===== config.mk =====
export PLATFORM = sky130hd
export DESIGN_NAME = hazard_scoreboard
export DESIGN_NICKNAME = d
export VERILOG_FILES = /design/src/rtl/hazard_scoreboard.sv
export SDC_FILE = /design/constraint.sdc
export NUM_CORES = 1
export LEC_CHECK = 0
export BUFFER_PORTS_ARGS = -buffer_cell sky130_fd_sc_hd__buf_2
export CELL_PAD_IN_SITES_DETAIL_PLACEMENT = 0
export CELL_PAD_IN_SITES_GLOBAL_PLACEMENT = 1
export CORE_MARGIN = 2
export CORE_UTILIZATION = 40
export DETAILED_ROUTE_END_ITERATION = 8
export PLACE_DENSITY = 0.87
export SYNTH_ARGS = -nofsm -noshare
export SYNTH_HDL_FRONTEND = slang
export SYNTH_SLANG_ARGS = --single-unit

===== constraint.sdc =====
create_clock -name clk -period 2.2 [get_ports clk]
set_clock_uncertainty 0.1 [all_clocks]
set_input_delay 0.11 -clock clk [delete_from_list [all_inputs] [get_ports clk]]
set_output_delay 0.11 -clock clk [all_outputs]
set_load 0.01 [all_outputs]

===== src/rtl/hazard_scoreboard.sv =====
// rtl/hazard_scoreboard.sv - in-flight write scoreboard driving decode stall and EX bubble insertion
module hazard_scoreboard #(
    parameter int DEPTH     = 3,
    parameter bit RF_BYPASS = 1'b1
) (
    input  logic        clk,
    input  logic        rst,
    input  logic        id_valid,
    input  logic [2:0]  id_rs,
    input  logic [2:0]  id_rt,
    input  logic [2:0]  id_rd,
    input  logic        id_rs_valid,
    input  logic        id_rt_valid,
    input  logic        id_rd_valid,
    input  logic        flush,
    input  logic        freeze,
    output logic        stall,
    output logic        ex_bubble,
    output logic [7:0]  pend_mask,
    output logic [15:0] stall_count
);

    // The WB slot is invisible to decode when the register file bypasses internally.
    localparam int NCHK = RF_BYPASS ? DEPTH - 1 : DEPTH;

    logic [DEPTH-1:0]       slot_v;
    logic [DEPTH-1:0][2:0]  slot_reg;
    logic [15:0]            count_q;
    logic                   match_rs;
    logic                   match_rt;
    logic                   hazard;
    logic                   issue;

    always_comb begin
        match_rs = 1'b0;
        match_rt = 1'b0;
        for (int k = 0; k < NCHK; k++) begin
            if (slot_v[k] && (slot_reg[k] == id_rs)) match_rs = 1'b1;
            if (slot_v[k] && (slot_reg[k] == id_rt)) match_rt = 1'b1;
        end
        hazard = id_valid && ((match_rs && id_rs_valid) || (match_rt && id_rt_valid));
    end

    always_comb begin
        stall     = 1'b0;
        ex_bubble = 1'b0;
        issue     = 1'b0;
        if (freeze) begin
            stall = 1'b1;
        end else if (flush) begin
            ex_bubble = 1'b1;
        end else if (hazard) begin
            stall     = 1'b1;
            ex_bubble = 1'b1;
        end else begin
            issue = 1'b1;
        end
    end

    always_comb begin
        pend_mask = 8'h00;
        for (int k = 0; k < DEPTH; k++) begin
            if (slot_v[k]) pend_mask[slot_reg[k]] = 1'b1;
        end
    end

    always_ff @(posedge clk or negedge rst) begin
        if (!rst) begin
            slot_v   <= '0;
            slot_reg <= '0;
            count_q  <= 16'h0000;
        end else if (!freeze) begin
            for (int k = 1; k < DEPTH; k++) begin
                slot_v[k]   <= slot_v[k-1];
                slot_reg[k] <= slot_reg[k-1];
            end
            slot_v[0]   <= issue && id_valid && id_rd_valid;
            slot_reg[0] <= issue ? id_rd : 3'd0;
            if (!flush && hazard && (count_q != 16'hFFFF)) begin
                count_q <= count_q + 16'd1;
            end
        end
    end

    assign stall_count = count_q;

endmodule


==> results <==
- In the final routed layout, each cell accounts on average for 13.91 um.
- For this design the static power due to leakage is 1.058 nW.
- The area of the die is 4885 um^2.
- The height of the die is about 70 um.
- The area growth from synthesis to final layout is 22.91%.
- In this run, synthesis inferred 0 flip-flops with an integrated enable.
- After synthesis, flip-flops and latches occupy 40.35% of the total area.
- Clock-pin slew was measured on the worst setup and hold paths at 0.10 ns.
- The average size of a mapped cell is 10.53 um^2.
- Once layout is complete, the cells apart from fillers number 270.
- For this design, the sink count on the clock tree is 28.
- The worst setup path is of the flop to flop kind.
- The number of max-slew violations in the final report is 0.
- The post-route netlist has about two fifths of its cells at a drive strength greater than 1.
- Clock tree synthesis inserted a total of 3 buffers.
- After detailed routing, the number of vias per cell comes to 5.333.
- The congestion estimate from routability-driven global placement came to 0.8091.
- The die outline width is ~70 um.
- Of all nets on the critical path, the largest fanout is 14.
- After synthesis, the most frequently instantiated cells are 28 x sky130_fd_sc_hd__dfrtp_1, 14 x sky130_fd_sc_hd__nand3_1, 14 x sky130_fd_sc_hd__xor2_1.
- Of all flip-flops after synthesis, the portion carrying an async set or reset was 100.0%.
- After legalization and detailed placement, the total HPWL measured 2894 um.
- The number of storage elements in the synthesis netlist is 28.
- The iteration count of the initial detailed-routing pass is 5.
- Ranked by total cell area, the synthesized netlist is headed by sky130_fd_sc_hd__dfrtp_1 40%, sky130_fd_sc_hd__xor2_1 7.1%, sky130_fd_sc_hd__xnor2_1 6.6%, sky130_fd_sc_hd__mux2_2 5.8%, sky130_fd_sc_hd__buf_6 5.2%.
- The detailed-route via count is 1440.
- The max-cap violation count is 0.
- 0 antenna diodes ended up in the layout.
- The number of distinct standard cells referenced by the synthesized netlist is 37.
- The maximum clock path buffer count is 2.
- The standard cell core area is a little over 4000 um^2.
- The root buffer cell is sky130_fd_sc_hd__clkbuf_8.
- Timing would allow up to 495.7 MHz.
- The violation count after the first detailed-routing iteration is between 70 and 80.
- For this run, design rule violations remaining after detail routing come to 0.
- For the worst setup path, the data arrival time is 2.12 ns.
- Setup repair after global routing left no endpoint under its margin.
- In this run the number of H-tree levels came out at 1.
- The synthesized design spends more area on one cell type than any other, namely sky130_fd_sc_hd__dfrtp_1.
- The number of antenna violations at the first check in global routing is 0.
- Headroom to the max-slew limit came out at 59.50%.
- The slew of the pin with the lowest slew margin is 0.6075 ns.
- The nature of the critical path startpoint is a flop.
- After synthesis, the largest area contributor takes up 40.35% of total cell area.
- The number of nets in the layout is 239.
- Setup violations remaining at the end of the flow were counted as 0.
- Entering global routing, the biggest net connects 29 pins.
- The worst hold path belongs to the class input port to flop.
- For this configuration, the core starts out at a cell density of 42.50%.
- The flow ran to the end, and the final reports show no timing, DRC or antenna violations.
- The reg2reg setup slack is about 0.18 ns.
- The count of buffers inserted at the top-level ports is 42.
- Once the clock tree was built, the setup fixing pass inserted 0 buffers.
- During synthesis, Yosys emitted a total of 0 warnings.
- Synthesis produced a netlist with a net count of approximately 180.
- The number of flip-flops in the largest register is 16.
- The wire length of the first global-routing pass is 6389 um.
- The number of standard-cell rows in the floorplan is 23.
- The endpoint kind of the worst setup timing path is a flop.
- The clock latency at the later pin of the worst-skew pair is 0.27 ns.
- For this run the aggregate overflow at the end of global routing stands at 0.
- The via count of the first global-routing pass is approximately 1500.
- The final antenna-violating net count is 0.
- The I/O pin total is 43.
- The most used flip-flop cell after synthesis is sky130_fd_sc_hd__dfrtp_1.
- The detailed-route wire length is 3755 um.
- The cell count after placement is 261.
- The CTS tree is done.
- The total count of hold-check failures in the final report is 0.
- The cell area that synthesis handed to floorplanning was 1737 um^2.
- After filler insertion, the fill cell instance count of the layout stands at 378.
- STA puts the critical path data required time at around 2.3 ns.
- IR analysis of the VDD net gives a maximum drop of 0.3782 mV.
- The power density over the cells is 558.1 nW/um^2.
- The total routing resource utilization after global routing is 15.64%.
- The final total negative setup slack is 0 ns.
- The fraction of the cycle the final worst path needs is between 90% and 100%.
- After technology mapping, the gate count stands at between 150 and 200.
- The minimum clock period after layout is 2.017 ns.
- Among all cell types in the netlist, the one instantiated most often is sky130_fd_sc_hd__dfrtp_1.
## cell families (layout without fill, tap and decap cells)
kind of cell | Yosys count | after routing | synth area share [%]
and+or+nand+nor | 69 | 69 | 22.62
DFF | 28 | 28 | 40.35
xor gates and xnor gates | 27 | 27 | 13.62
AOI/OAI and AO/OA | 19 | 19 | 9.943
buffers and inverters | 12 | 67 | 6.916
muxes | 9 | 9 | 5.836
adders and majority gates | 1 | 1 | 0.7203
## critical path, stage by stage, from the launching register on
cell and delay [ns]:
sky130_fd_sc_hd__dfrtp_1 0.43, sky130_fd_sc_hd__xnor2_1 0.19, sky130_fd_sc_hd__nand4_1 0.18, sky130_fd_sc_hd__a21oi_4 0.26, sky130_fd_sc_hd__o221ai_4 0.27, sky130_fd_sc_hd__buf_4 0.24
sky130_fd_sc_hd__nor3_2 0.12, sky130_fd_sc_hd__xor2_1 0.15
## cells in the final DEF (no fill, tap or decap), types with 2 or more instances in the layout
| master | n |
|---|---|
| sky130_fd_sc_hd__nor3_1 | 4 |
| sky130_fd_sc_hd__xor2_1 | 14 |
| sky130_fd_sc_hd__nor3_2 | 2 |
| sky130_fd_sc_hd__nor4_1 | 2 |
| sky130_fd_sc_hd__buf_4 | 15 |
| sky130_fd_sc_hd__o31ai_1 | 2 |
| sky130_fd_sc_hd__nor2_2 | 7 |
| sky130_fd_sc_hd__buf_2 | 42 |
| sky130_fd_sc_hd__xnor2_1 | 13 |
| sky130_fd_sc_hd__mux2_2 | 9 |
| sky130_fd_sc_hd__nand2b_1 | 2 |
| sky130_fd_sc_hd__nor2_1 | 7 |
| sky130_fd_sc_hd__a22o_1 | 2 |
| sky130_fd_sc_hd__o211ai_1 | 3 |
| sky130_fd_sc_hd__and3_1 | 3 |
| sky130_fd_sc_hd__dfrtp_1 | 28 |
| sky130_fd_sc_hd__a22oi_1 | 2 |
| sky130_fd_sc_hd__nand4_1 | 6 |
| sky130_fd_sc_hd__clkbuf_8 | 3 |
| sky130_fd_sc_hd__nor2b_1 | 5 |
| sky130_fd_sc_hd__a32oi_1 | 3 |
| sky130_fd_sc_hd__dlygate4sd3_1 | 5 |
| sky130_fd_sc_hd__nand2_1 | 12 |
| sky130_fd_sc_hd__nand3_1 | 14 |
## report_power, final
group	internal (mW)	switching, mW	leakage [nW]
Sequential	0.544	0.0376	0.381
Combinational	0.106	0.105	0.641
Clock	0.244	0.155	0.0357
Total	0.894	0.298	1.06
## path summary, 6_finish.rpt
path | cells after the start | startpoint | end
min in group asynchronous | 2 | rst | stall_count[8]
worst max register to register | 7 | slot_reg[0] | stall_count[12]
worst min-delay path | 2 | id_valid | slot_v[0]
max in group asynchronous | 2 | rst | stall_count[6]
worst min register to register | 1 | stall_count[14] | stall_count[14]
worst max-delay path | 7 | slot_reg[0] | stall_count[12]
## what timing repair did
| item | in CTS | in global routing |
|---|---|---|
| setup endpoints to repair | 0 | 1 |
| hold buffers | 5 | 0 |
| resized for setup | 0 | 1 |
| hold endpoints to repair | 32 | 0 |
## metal layers
layer / up-vias / wire, um / track usage, %
li1: 691 / - / -
met1: 690 / 1659 / 20.07
met2: 53 / 1819 / 26.67
met3: 6 / 231 / 2.309
met4: 0 / 45 / 5.769
met5: - / 0 / 0
## metrics by stage
step                util, %  worst slack (ns)  total power, mW  instance area, um^2  hold WS [ns]
floorplan                 -            0.3488           0.7339                 1737       -0.2856
global placement      49.08            0.2161           0.7934                 2006       0.05740
detailed placement    49.08            0.1867           0.7962                 2006       0.05794
CTS                   52.05            0.1699            1.204                 2127       0.02400
global route          52.24           0.02351            1.255                 2135       0.03502
finish                52.24            0.1826            1.191                 2135       0.03852
## cell type report
cell class / count / area (um^2) / area share [%]
timing repair buffer: 62 / 372.9 / 17.47
clock buffer: 3 / 41.29 / 1.934
inverter: 1 / 3.754 / 0.1758
sequential: 28 / 700.7 / 32.83
multi-input combinational: 125 / 923.4 / 43.26
clock inverter: 1 / 30.03 / 1.407
tap: 50 / 62.56 / 2.931
No activity file was read; power rests on OpenSTA's default activity.
